==> src/rtl/rtl_cnt_seg.sv <==
// Segmented up/down counter with synchronous load. Each segment keeps registered
// all-ones/all-zeros flags, so a segment's carry-in is an AND of registered flags.
module rtl_cnt_seg #(
    parameter int N   = 17,
    parameter int SEG = 4
) (
    input  logic         clk,
    input  logic         nreset,
    input  logic         cin,
    input  logic         dir,
    input  logic         load,
    input  logic [N-1:0] din,
    output logic [N-1:0] cnt,
    output logic         cout
);

    localparam int SEGW = (SEG > N) ? N : SEG;
    localparam int NSEG = (N + SEGW - 1) / SEGW;

    logic [NSEG-1:0] ones_q;
    logic [NSEG-1:0] zeros_q;
    logic [NSEG-1:0] ones_nxt;
    logic [NSEG-1:0] zeros_nxt;
    logic [NSEG:0]   below_ones;
    logic [NSEG:0]   below_zeros;
    logic [NSEG-1:0] seg_step;
    logic [N-1:0]    cnt_nxt;
    logic            step_en;
    logic            cout_nxt;

    assign step_en = cin & ~load;

    // Prefix ANDs of registered flags; below_*[k] covers segments 0..k-1.
    always_comb begin
        below_ones  = '0;
        below_zeros = '0;
        below_ones[0]  = 1'b1;
        below_zeros[0] = 1'b1;
        for (int k = 0; k < NSEG; k++) begin
            below_ones[k+1]  = below_ones[k] & ones_q[k];
            below_zeros[k+1] = below_zeros[k] & zeros_q[k];
        end
    end

    always_comb begin
        seg_step = '0;
        for (int k = 0; k < NSEG; k++) begin
            seg_step[k] = step_en & (dir ? below_zeros[k] : below_ones[k]);
        end
    end

    assign cout_nxt = step_en & (dir ? below_zeros[NSEG] : below_ones[NSEG]);

    for (genvar k = 0; k < NSEG; k++) begin : g_seg
        localparam int LO = k * SEGW;
        localparam int W  = ((N - LO) < SEGW) ? (N - LO) : SEGW;

        logic [W-1:0] seg_cur;
        logic [W-1:0] seg_nxt;

        assign seg_cur = cnt[LO +: W];

        always_comb begin
            seg_nxt = seg_cur;
            if (load) begin
                seg_nxt = din[LO +: W];
            end else if (seg_step[k]) begin
                seg_nxt = dir ? (seg_cur - 1'b1) : (seg_cur + 1'b1);
            end
        end

        assign cnt_nxt[LO +: W] = seg_nxt;
        assign ones_nxt[k]      = &seg_nxt;
        assign zeros_nxt[k]     = ~|seg_nxt;
    end

    always_ff @(posedge clk or negedge nreset) begin
        if (!nreset) begin
            cnt     <= '0;
            cout    <= 1'b0;
            ones_q  <= '0;
            zeros_q <= '1;
        end else begin
            cnt     <= cnt_nxt;
            cout    <= cout_nxt;
            ones_q  <= ones_nxt;
            zeros_q <= zeros_nxt;
        end
    end

endmodule

==> config.mk <==
export PLATFORM = sky130hd
export DESIGN_NAME = rtl_cnt_seg
export DESIGN_NICKNAME = d
export VERILOG_FILES = /design/src/rtl/rtl_cnt_seg.sv
export SDC_FILE = /design/constraint.sdc
export NUM_CORES = 1
export LEC_CHECK = 0
export ABC_AREA = 1
export CAP_MARGIN = 20
export CORE_AREA = 2 2 69 71
export CTS_CLUSTER_SIZE = 40
export DETAILED_ROUTE_END_ITERATION = 8
export DIE_AREA = 0 0 71 73
export PLACE_DENSITY_LB_ADDON = 0.2
export SLEW_MARGIN = 20
export SYNTH_ARGS = -nofsm -noshare
export SYNTH_HDL_FRONTEND = slang
export SYNTH_SLANG_ARGS = --single-unit
==> constraint.sdc <==
create_clock -name clk -period 1.65 [get_ports clk]
set_clock_uncertainty 0.2 [all_clocks]
set_input_delay 0.33 -clock clk [delete_from_list [all_inputs] [get_ports clk]]
set_output_delay 0.33 -clock clk [all_outputs]
set_load 0.01 [all_outputs]
Word level (Yosys, flattened, before mapping)
Cells that the tools add are included.
{"block": "op_classes", "addsub": 10, "mul": 0, "div": 0, "order_cmp": 0, "eq_ne": 0, "n_shift": 0, "n_mux": 20, "bitwise_logic": 15, "n_reduce_logical": 13}
{"op": "$mux W4", "count": 12}
{"op": "$add A4 B1 Y4 const B", "count": 4}
{"op": "$reduce_and A4 Y1", "count": 4}
{"op": "$reduce_or A4 Y1", "count": 4}
{"op": "$sub A4 B1 Y4 const B", "count": 4}
{"op": "$and A1 B1 Y1", "count": 14}
{"op": "$mux W1", "count": 8}
{"op": "$logic_not A1 Y1", "count": 5}
{"op": "$add A1 B1 Y1 const B", "count": 1}
{"op": "$not A1 Y1", "count": 1}
{"op": "$sub A1 B1 Y1 const B", "count": 1}
{"block": "totals", "ff_bits": 28, "latchBits": 0, "ram_bits": 0, "rom_bits": 0, "in_bits": 22, "out_inout_bits": 18, "elab_cells": 62, "n_memories": 0}

Depth between registers and ports, before layout
Gate-level depths: netlist (run 1).
{"block": "logic_depth", "ltp_word": 8, "depth_mapped": 13, "mapped_depth_nobuf": 12}

Worst setup path before layout (run 1)
Ideal clock, no wire load.
{"block": "synth_path", "path_kind": "input-to-reg", "from": "input dir", "to": "register zeros_q[2]", "setup_time_ps": 67, "t_arrival_ps": 1454, "required_ps": 1383, "setup_slack_ps": -71, "stages": 9, "path_buffers": 1, "cell_sequence": "inv_2 -> buf_6 -> fa_1 -> nand4_1 -> nand3_1 -> nand2_1 -> nor2_1 -> nand2_1 -> nor2_1"}
{"block": "synth_between", "elab_chain_cells": 6, "word_cells_on_any_way": 7, "cone_classes": "mux: 4; bitwise: 1; reduce/logical: 2"}
{"item": "start, declared", "line_no": "10", "text": "input logic dir,"}
{"item": "$mux W1", "line_no": "48", "text": "seg_step[k] = step_en & (dir ? below_zeros[k] : below_ones[k]);"}
{"item": "$and A1 B1 Y1", "line_no": "48"}
{"item": "$mux W4 (*)", "line_no": "67", "text": "end else if (seg_step[k]) begin"}
{"item": "$mux W4 (*)", "line_no": "65", "text": "if (load) begin"}
{"item": "net g_seg[2].seg_nxt[1]", "line_no": "59", "text": "logic [W-1:0] seg_nxt;"}
{"item": "$reduce_or A4 Y1 (*)", "line_no": "74", "text": "assign zeros_nxt[k] = ~|seg_nxt;"}
{"item": "$logic_not A1 Y1 (*)", "line_no": "74"}
{"item": "net zeros_nxt[2]", "line_no": "23", "text": "logic [NSEG-1:0] zeros_nxt;"}
{"item": "end signal, assigned", "line_no": "87", "text": "zeros_q <= zeros_nxt;"}
{"item": "end, declared", "line_no": "21", "text": "logic [NSEG-1:0] zeros_q;"}
The timed path passes the listed nets; every way through them passes the cells marked *.

Worst setup path in the final report (run 1)
{"block": "layout_path", "from": "register cnt[9]", "to": "register zeros_q[2]"}
{"block": "layout_between", "elab_chain_cells": 6, "word_cells_on_any_way": 7, "cone_classes": "add/sub: 2; mux: 3; reduce/logical: 2"}
{"item": "start, declared", "line_no": "13", "text": "output logic [N-1:0] cnt,"}
{"item": "start signal, assigned", "line_no": "84", "text": "cnt <= cnt_nxt;"}
{"item": "$add A4 B1 Y4 / $sub A4 B1 Y4 (equally long branches)", "line_no": "68", "text": "seg_nxt = dir ? (seg_cur - 1'b1) : (seg_cur + 1'b1);"}
{"item": "$mux W4 (*)", "line_no": "68"}
{"item": "$mux W4 (*)", "line_no": "67"}
{"item": "$mux W4 (*)", "line_no": "65"}
{"item": "net g_seg[2].seg_nxt[2]", "line_no": "59"}
{"item": "$reduce_or A4 Y1 (*)", "line_no": "74"}
{"item": "$logic_not A1 Y1 (*)", "line_no": "74"}
{"item": "net zeros_nxt[2]", "line_no": "23"}
Marks and branches as above.

==> results of run 1 <==
[cells by family (layout without fill, tap and decap cells)]
| kind of cell | after synthesis | in the layout | synth area share, % |
|---|---|---|---|
| AND/OR/NAND/NOR | 158 | 158 | 39.82 |
| flip-flops | 27 | 27 | 34.23 |
| AO/OA/AOI/OAI | 17 | 17 | 4.963 |
| XOR/XNOR | 6 | 6 | 2.638 |
| buffers and inverters | 40 | 119 | 9.297 |
| adder cells (fa/ha/maj) | 12 | 12 | 9.046 |
[area by class of cell]
type,instances,area [um2],area share [%]
Clock buffer,3,41.29,1.356
Clock inverter,1,5.005,0.1643
Inverter,33,133.9,4.396
Multi-Input combinational cell,193,1354,44.45
Sequential cell,27,681.9,22.39
Tap cell,54,67.56,2.219
Timing Repair Buffer,82,762.0,25.02
[stage by stage]
step	hold slack (ns)	power [uW]	cell area [um2]
6_report	0.2017	2066	3045
4_1_cts	0.2101	1953	2836
3_5_place_dp	0.3345	1531	2669
5_1_grt	0.2025	2209	3045
3_3_place_gp	0.3381	1510	2669
2_1_floorplan	-0.1656	1197	2003
[worst max-delay path by stage]
stage	to	slack (ns)
2_1_floorplan	ones_q[1]	-0.04
4_1_cts	zeros_q[2]	-0.12
3_5_place_dp	zeros_q[0]	-0.68
5_1_grt	zeros_q[2]	-0.27
6_report	zeros_q[2]	-0.17
3_3_place_gp	zeros_q[0]	-0.66
[timing repair]
action	in CTS	in global routing
cloned	1	0
resized for setup	41	48
setup endpoints to repair	44	27
setup buffers	5	6
pin swaps	14	26
[registers in the layout (all words and copies together), names as in the netlist]
register	count
ones_q	4
cnt	17
cout	1
zeros_q	5
[where the power goes]
group	internal (uW)	switching (uW)
clock network	169	217
logic	450	455
registers	727	46.4
total	1350	719
[metal layers]
metal  global-route usage, %  routed length (um)
met5                       0                   0
met4                   5.660                  97
met3                   1.796                 127
met2                   38.73                2786
met1                   26.17                2204
[critical path, stage by stage (launching register included)]
cell	delay, ns
sky130_fd_sc_hd__dfrtp_1	0.37
sky130_fd_sc_hd__buf_6	0.10
sky130_fd_sc_hd__inv_4	0.03
sky130_fd_sc_hd__fa_1	0.44
sky130_fd_sc_hd__xor2_1	0.19
sky130_fd_sc_hd__nand2_1	0.10
sky130_fd_sc_hd__nand3_2	0.08
sky130_fd_sc_hd__nand2_4	0.06
sky130_fd_sc_hd__inv_2	0.04
sky130_fd_sc_hd__nand2_1	0.05
sky130_fd_sc_hd__nor2_1	0.09
[cell usage in the layout (no fill, tap or decap), types with 4 or more instances in the layout]
cell type / Yosys / routed
sky130_fd_sc_hd__nand3_1: 18 / 9
sky130_fd_sc_hd__ha_4: 0 / 8
sky130_fd_sc_hd__buf_6: 1 / 5
sky130_fd_sc_hd__clkdlybuf4s15_1: 0 / 7
sky130_fd_sc_hd__buf_4: 4 / 34
sky130_fd_sc_hd__nand2_1: 89 / 75
sky130_fd_sc_hd__dfrtp_1: 22 / 22
sky130_fd_sc_hd__nand2_4: 4 / 6
sky130_fd_sc_hd__inv_1: 24 / 18
sky130_fd_sc_hd__dlygate4sd2_1: 0 / 10
sky130_fd_sc_hd__a21oi_1: 7 / 4
sky130_fd_sc_hd__xor2_1: 5 / 5
sky130_fd_sc_hd__nor2_1: 11 / 9
sky130_fd_sc_hd__clkdlybuf4s50_1: 0 / 18
sky130_fd_sc_hd__nand2_2: 9 / 21
sky130_fd_sc_hd__or2_2: 6 / 4
sky130_fd_sc_hd__inv_2: 7 / 10
sky130_fd_sc_hd__dfstp_2: 5 / 5
sky130_fd_sc_hd__nand3_2: 7 / 15
sky130_fd_sc_hd__nor2_2: 6 / 8
sky130_fd_sc_hd__inv_4: 1 / 4
sky130_fd_sc_hd__o21ai_1: 2 / 4
==> flow_metrics.tcl, run 1 <==
set metrics [dict create \
    synth_seq_cells 27 \
    tightestPinTransition_ns 0.3263 \
    yosys_warnings 0 \
    dominantRegCellSynth "sky130_fd_sc_hd__dfrtp_1" \
    placement.setup.worst_slack_ns -0.6826 \
    drc 0 \
    post_route_cells_drive_above_1_share_pct 43.07 \
    leakage_uw 0.001507 \
    grt_pass1_wl_mm 8.769 \
    cts.sink_count 27 \
    clk_transition_reported_paths_ns 0.10 \
    postSynthNetCount 294 \
    run_status "finished, violations left" \
    chipWidth_um 71 \
    tritoncts "yes" \
    die_h_um 73 \
    placed_cells 377 \
    detail_route.wirelength_mm 5.216 \
    fill_cells 385 \
    finish.net_count 374 \
    number_of_synthesized_flops_with_an_enable_pin 0 \
    synth_top_cell_area_share_pct 27.64 \
    post-route-util_pct 67.14 \
    hold_violations 0 \
    post_synth_num_cell_types 34 \
    regToRegEndpoint "zeros_q[2]" \
    routedWlPerCell_um 13.27 \
    grtUsageTotal_pct 20.92 \
    synth.area.top_cells "sky130_fd_sc_hd__dfrtp_1 (28%), sky130_fd_sc_hd__nand2_1 (17%), sky130_fd_sc_hd__dfstp_2 (6.6%)" \
    post-synth-top-count-cell "sky130_fd_sc_hd__nand2_1" \
    syn-cell-area_um2 1992 \
    unrepaired_setup_endpoints_after_global_routing "true" \
    port_buffers 39 \
    period_share_pct 110.1 \
    grt_residual_overflow 0 \
    failing_checks "setup timing" \
    timing.reg2reg.setup_slack_ns -0.17 \
    final-setup-viol-count 9 \
    synth_top_cells_by_count "sky130_fd_sc_hd__nand2_1 (89), sky130_fd_sc_hd__inv_1 (24), sky130_fd_sc_hd__dfrtp_1 (22), sky130_fd_sc_hd__nand3_1 (18), sky130_fd_sc_hd__nor2_1 (11)" \
    timing.setup.critical_path_class "flip-flop to flip-flop" \
    weighted_congestion_reported_at_the_end_of_routability_driven_placement 0.7874 \
    accumulated_negative_setup_slack_ns -0.7348 \
    cp.arrival_ns 1.83 \
    pwr_density_cell_nw_per_um2 678.4 \
    num_vias 1931 \
    fmax_mhz 550.6 \
    cts-root-buf "sky130_fd_sc_hd__clkbuf_8" \
    drt-initial-drc-count 42 \
    grt_start_max_net_pins 28 \
    floorplan.die_area_um2 5183 \
    worstHoldPathType "input port to async pin" \
    fin_cells 393 \
    synth-async-reset-ratio_pct 100.0 \
    insertedDiodeCount 0 \
    setup.worst_path.start "cnt[9]" \
    dp_hpwl_mm 3.654 \
    timing.reg2reg.worst_path_depth 10 \
    core.rowCount 25 \
    clock_path_buffers 2 \
    via_per_inst 4.913 \
    initial_antenna_violation_count 0 \
    ctsHtreeMaxLevel 1 \
    cp.required_ns 1.67 \
    grt_pass1_vias 2001 \
    cts.hold.buffers_added 0 \
    antenna_violating_nets_post_route 0 \
    clk_latency_ns 0.28 \
    post-route-min-period_ns 1.816 \
    syn_area_per_cell_um2 7.661 \
    crit_path_max_fanout 3 \
    r2r_start "cnt[9]" \
    post-synth-top-area-cell "sky130_fd_sc_hd__dfrtp_1" \
    setup.worst_path.start_class "flip-flop" \
    max_slew_margin_pct 78.24 \
    io_count 40 \
    layout_setup_ws_ns -0.1663 \
    drv.max_cap_violation_count 0 \
    core_um2 4536 \
    areaGrowthSynthToFinish_pct 52.89 \
    firstDrtPassIters 4 \
    maxSlewViolCount 0 \
    power.ir.vdd_worst_mv 0.4106 \
    initial_core_util_pct 43.92 \
    numCtsBuffers 3 \
    synth_sequential_area_ratio_pct 34.23 \
    number_of_instances_in_the_synthesized_netlist 260 \
    worstSetupEndpointType "flip-flop" \
]
No activity file was read; power rests on OpenSTA's default activity.
==> run 2, diff against run 1 <==
Settings changed: CORE_AREA 2 2 69 71 to 2 2 65 67, DIE_AREA 0 0 71 73 to 0 0 67 69, PLACE_DENSITY_LB_ADDON 0.2 to 0.1.
Clock period 1.65 ns to 1.9 ns, I/O delays scaled along.
==> flow_metrics.tcl, run 2 (same netlist as run 1, synthesis figures left out) <==
set metrics [dict create \
    run_status "completed" \
    layout_common_cells "sky130_fd_sc_hd__nand2_1 (87), sky130_fd_sc_hd__clkdlybuf4s50_1 (37), sky130_fd_sc_hd__buf_4 (25), sky130_fd_sc_hd__inv_1 (23), sky130_fd_sc_hd__dfrtp_1 (22)" \
    pwr_density_cell_nw_per_um2 611.6 \
    maxSlewViolCount 0 \
    timing.reg2reg.worst_path_depth 8 \
    cp_cell_sequence "clkdlybuf4s50_1" \
    cts.hold.buffers_added 0 \
    via_per_inst 4.855 \
    tightestPinTransition_ns 0.3639 \
    period_share_pct 98.49 \
    initial_antenna_violation_count 0 \
    drt-initial-drc-count 51 \
    crit_slowest_cell "sky130_fd_sc_hd__clkdlybuf4s50_1" \
    antenna_violating_nets_post_route 0 \
    chipWidth_um 67 \
    clock_path_buffers 2 \
    firstDrtPassIters 4 \
    clk_latency_ns 0.28 \
    grt_residual_overflow 0 \
    core.rowCount 23 \
    cp.arrival_ns 1.29 \
    floorplan.die_area_um2 4623 \
    insertedDiodeCount 0 \
    num_vias 1811 \
    timing.reg2reg.setup_slack_ns 0.10 \
    max_stage_delay_ns 0.57 \
    port_buffers 39 \
    clk_transition_reported_paths_ns 0.10 \
    max_slew_margin_pct 75.74 \
    grt_pass1_wl_mm 7.700 \
    hold_violations 0 \
    initial_core_util_pct 50.90 \
    cts-root-buf "sky130_fd_sc_hd__clkbuf_8" \
    cts.sink_count 27 \
    core_um2 3914 \
    areaGrowthSynthToFinish_pct 35.80 \
    largest_reg_flops 17 \
    grt_pass1_vias 1810 \
    drc 0 \
    accumulated_negative_setup_slack_ns 0 \
    leakage_uw 0.001368 \
    ctsHtreeMaxLevel 1 \
    timing.critical_path.depth 1 \
    numCtsBuffers 3 \
    fill_cells 339 \
    fmax_mhz 534.4 \
    cp.required_ns 1.32 \
    post_route_cells_drive_above_1_share_pct 28.48 \
    post-route-util_pct 69.12 \
    most_common_library_cell_in_the_layout_ignoring_fill_and_taps "sky130_fd_sc_hd__nand2_1" \
    grtUsageTotal_pct 21.14 \
    weighted_congestion_reported_at_the_end_of_routability_driven_placement 0.9401 \
    routedWlPerCell_um 12.01 \
    power.ir.vdd_worst_mv 0.4418 \
    die_h_um 69 \
    largest-register "cnt" \
    crit_family "buffers and inverters" \
    setup.worst_path.start_class "flip-flop" \
    post-route-min-period_ns 1.871 \
    drv.max_cap_violation_count 0 \
    grt_start_max_net_pins 28 \
    largestRegisters "cnt x17, zeros_q x5, ones_q x4" \
    timing.setup.critical_path_class "flip-flop to output pin" \
    tritoncts "yes" \
    worstSetupEndpointType "output pin" \
    finish.net_count 358 \
    dp_hpwl_mm 3.432 \
    worstHoldPathType "input port to async pin" \
    final-setup-viol-count 0 \
    detail_route.wirelength_mm 4.479 \
    crit_path_max_fanout 4 \
    critical_path.n_buffers_inverters 1 \
    io_count 40 \
]
run 2: changes by cell type in the layout (fill, tap and decap cells not counted), moves of 10 or more:
cell                              delta
sky130_fd_sc_hd__nand2_2            -10
sky130_fd_sc_hd__dlygate4sd2_1      -10
sky130_fd_sc_hd__nand2_1            +12
sky130_fd_sc_hd__clkdlybuf4s50_1    +19
run 2: cell type report:
type                    count  area, um2  share of cell area [%]
inverters                  33      128.9                   4.764
repair buffers             66      598.1                   22.11
clock inverters             1      5.005                  0.1850
clock buffers               3      41.29                   1.526
flip-flops and latches     27      681.9                   25.21
well taps                  50      62.56                   2.313
multi-input cells         193       1187                   43.89
run 2: through the flow:
stage	area, um2	hold WS, ns	total power (uW)	worst slack, ns	cells
global route	2705	0.3233	1757	-0.01115	373
global placement	2566	0.3350	1267	-0.5139	366
finish	2705	0.2689	1654	0.02862	373
floorplan	1992	-0.1156	1029	0.1290	260
CTS	2624	0.2834	1632	0.007979	370
detailed placement	2566	0.3351	1282	-0.5169	366
run 2: worst paths after layout:
kind	start	to
setup / recovery	cnt[13]	cnt[13]
hold / removal	nreset	cnt[2]
setup reg to reg	cnt[8]	zeros_q[2]
hold reg to reg	zeros_q[4]	cout
max in group asynchronous	nreset	zeros_q[4]
min in group clk	zeros_q[4]	cout
run 2: routing by layer:
layer,global-route usage (%),vias up,share of wire [%]
li1,-,939,-
met1,26.33,827,43
met2,37.29,41,51
met3,3.589,4,4.7
met4,4.989,0,0.92
met5,0,-,0
run 2: repair_timing:
item / 4_1_cts / 5_1_grt
pin swaps: 0 / 5
setup buffers: 0 / 3
endpoints found under the setup margin: 19 / 8
gates resized for setup: 6 / 13
hold endpoints to repair: 0 / 0
run 2: power by group:
group | internal (uW) | leakage, uW | total, uW | switching [uW]
sequential | 631 | 0.000324 | 679 | 47.3
clock | 148 | 0.0000255 | 346 | 198
combinational | 310 | 0.00102 | 630 | 319
==> run 3, diff against run 2 <==
Settings changed: CTS_CLUSTER_SIZE 40 to not set, PLACE_DENSITY set to 0.78, PLACE_DENSITY_LB_ADDON 0.1 to not set.
==> flow_metrics.tcl, run 3 (same netlist as run 1, synthesis figures left out) <==
set metrics [dict create \
    run_status "completed" \
    drt-initial-drc-count 78 \
    die_h_um 69 \
    clk_transition_reported_paths_ns 0.09 \
    floorplan.die_area_um2 4623 \
    p_switching_uw 522.9 \
    leakage_uw 0.001345 \
    power.ir.vdd_worst_mv 0.3914 \
    via_per_inst 4.780 \
    internal-power_uw 1069 \
    power_frac_clock_pct 20.1 \
    maxSlewViolCount 0 \
    grt_start_max_net_pins 28 \
    setup.worst_path.start_class "flip-flop" \
    post_route_cells_drive_above_1_share_pct 25.16 \
    layout_common_cells "sky130_fd_sc_hd__nand2_1 (88), sky130_fd_sc_hd__clkdlybuf4s50_1 (37), sky130_fd_sc_hd__inv_1 (24), sky130_fd_sc_hd__dfrtp_1 (22), sky130_fd_sc_hd__buf_4 (20)" \
    tritoncts "yes" \
    initial_core_util_pct 50.90 \
    worstSetupEndpointType "output pin" \
    clk_latency_ns 0.27 \
    routedWlPerCell_um 11.42 \
    largestRegisters "cnt x17, zeros_q x5, ones_q x4" \
    ctsHtreeMaxLevel 1 \
    largest_reg_flops 17 \
    numCtsBuffers 3 \
    post-route-min-period_ns 1.850 \
    crit_path_max_fanout 3 \
    unrepaired_setup_endpoints_after_global_routing "false" \
    grt_pass1_wl_mm 7.182 \
    detail_route.wirelength_mm 4.202 \
    grtUsageTotal_pct 19.71 \
    switching_share_pct 32.85 \
    period_share_pct 97.36 \
    num_vias 1759 \
    most_common_library_cell_in_the_layout_ignoring_fill_and_taps "sky130_fd_sc_hd__nand2_1" \
    cts-root-buf "sky130_fd_sc_hd__clkbuf_8" \
    drc 0 \
    io_count 40 \
    antenna_violating_nets_post_route 0 \
    fill_cells 349 \
    grt_pass1_vias 1610 \
    fmax_mhz 540.6 \
    areaGrowthSynthToFinish_pct 32.29 \
    port_buffers 39 \
    cp.required_ns 1.32 \
    layout_setup_ws_ns 0.05017 \
    finish.net_count 353 \
    post_cts_setup_inserts 0 \
    chipWidth_um 67 \
    max_slew_margin_pct 77.05 \
    weighted_congestion_reported_at_the_end_of_routability_driven_placement 0.8305 \
    layout.area.seq_um2 681.9 \
    final-setup-viol-count 0 \
    firstDrtPassIters 4 \
    clock_path_buffers 2 \
    cp.arrival_ns 1.27 \
    pwr-share-seq_pct 42.7 \
    largest-register "cnt" \
    placement.setup.worst_slack_ns -0.4846 \
    insertedDiodeCount 0 \
    combPwrFrac_pct 37.3 \
    initial_antenna_violation_count 0 \
    timing.setup.critical_path_class "flip-flop to output pin" \
    core.rowCount 23 \
    pwr_density_cell_nw_per_um2 604.1 \
    dp_hpwl_mm 3.384 \
    core_um2 3914 \
    worstHoldPathType "input port to async pin" \
    post-route-util_pct 67.33 \
    tightestPinTransition_ns 0.3442 \
    hold_violations 0 \
    multiInputGateArea_um2 1147 \
    cts.hold.buffers_added 0 \
    drv.max_cap_violation_count 0 \
    grt_residual_overflow 0 \
    cts.sink_count 27 \
]
[run 3: cell type report]
type	count	share of cell area [%]
clock buffer	4	1.709
inverter	33	4.891
multi-input combinational	193	43.54
sequential	27	25.88
tap	50	2.374
timing repair buffer	61	21.60
[run 3: critical path, stage by stage, from the launching register on]
cell and delay [ns]:
sky130_fd_sc_hd__dfrtp_1 0.35, sky130_fd_sc_hd__buf_4 0.12, sky130_fd_sc_hd__clkdlybuf4s50_1 0.53
[run 3: per-layer routing]
| metal | vias to the layer above | track usage (%) | part of all wire [%] | wire length [um] |
|---|---|---|---|---|
| met1 | 802 | 27.55 | 47 | 1963 |
| li1 | 926 | - | - | - |
| met5 | - | 0 | 0 | 0 |
| met2 | 27 | 32.01 | 49 | 2068 |
| met3 | 4 | 3.100 | 3.2 | 136 |
| met4 | 0 | 4.082 | 0.81 | 34 |
[run 3: metrics by stage]
step	std cells	hold WS, ns	TNS, ns	instance area, um2	power [uW]
after floorplan	260	-0.1156	0	1992	1029
after global routing	368	0.2984	0	2635	1708
final	368	0.2721	0	2635	1592
after detailed placement	364	0.3362	-8.077	2564	1276
after CTS	368	0.2786	0	2614	1598
after global placement	364	0.3280	-7.827	2564	1258
[run 3: final timing paths]
kind	to	slack, ns	cells past startpoint	from
min in group clk	cout	0.34	2	zeros_q[4]
setup reg to reg	ones_q[2]	0.11	11	cnt[10]
setup / recovery	cnt[0]	0.05	2	cnt[0]
hold reg to reg	cout	0.34	2	zeros_q[4]
hold / removal	cnt[9]	0.27	2	nreset
max in group asynchronous	zeros_q[0]	0.92	2	nreset
[run 3: repair_timing]
action,in CTS,in global routing
hold endpoints to repair,0,0
pin swaps,0,3
gates resized for setup,3,8
endpoints found under the setup margin,13,10
[run 3: power by group through the flow]
stage / Combinational (uW) / Sequential [uW] / Clock, uW
after floorplan: 332 / 697 / 0
after global placement: 570 / 688 / 0
after detailed placement: 587 / 688 / 0
after CTS: 591 / 678 / 329
after global routing: 666 / 685 / 357
final: 593 / 679 / 319
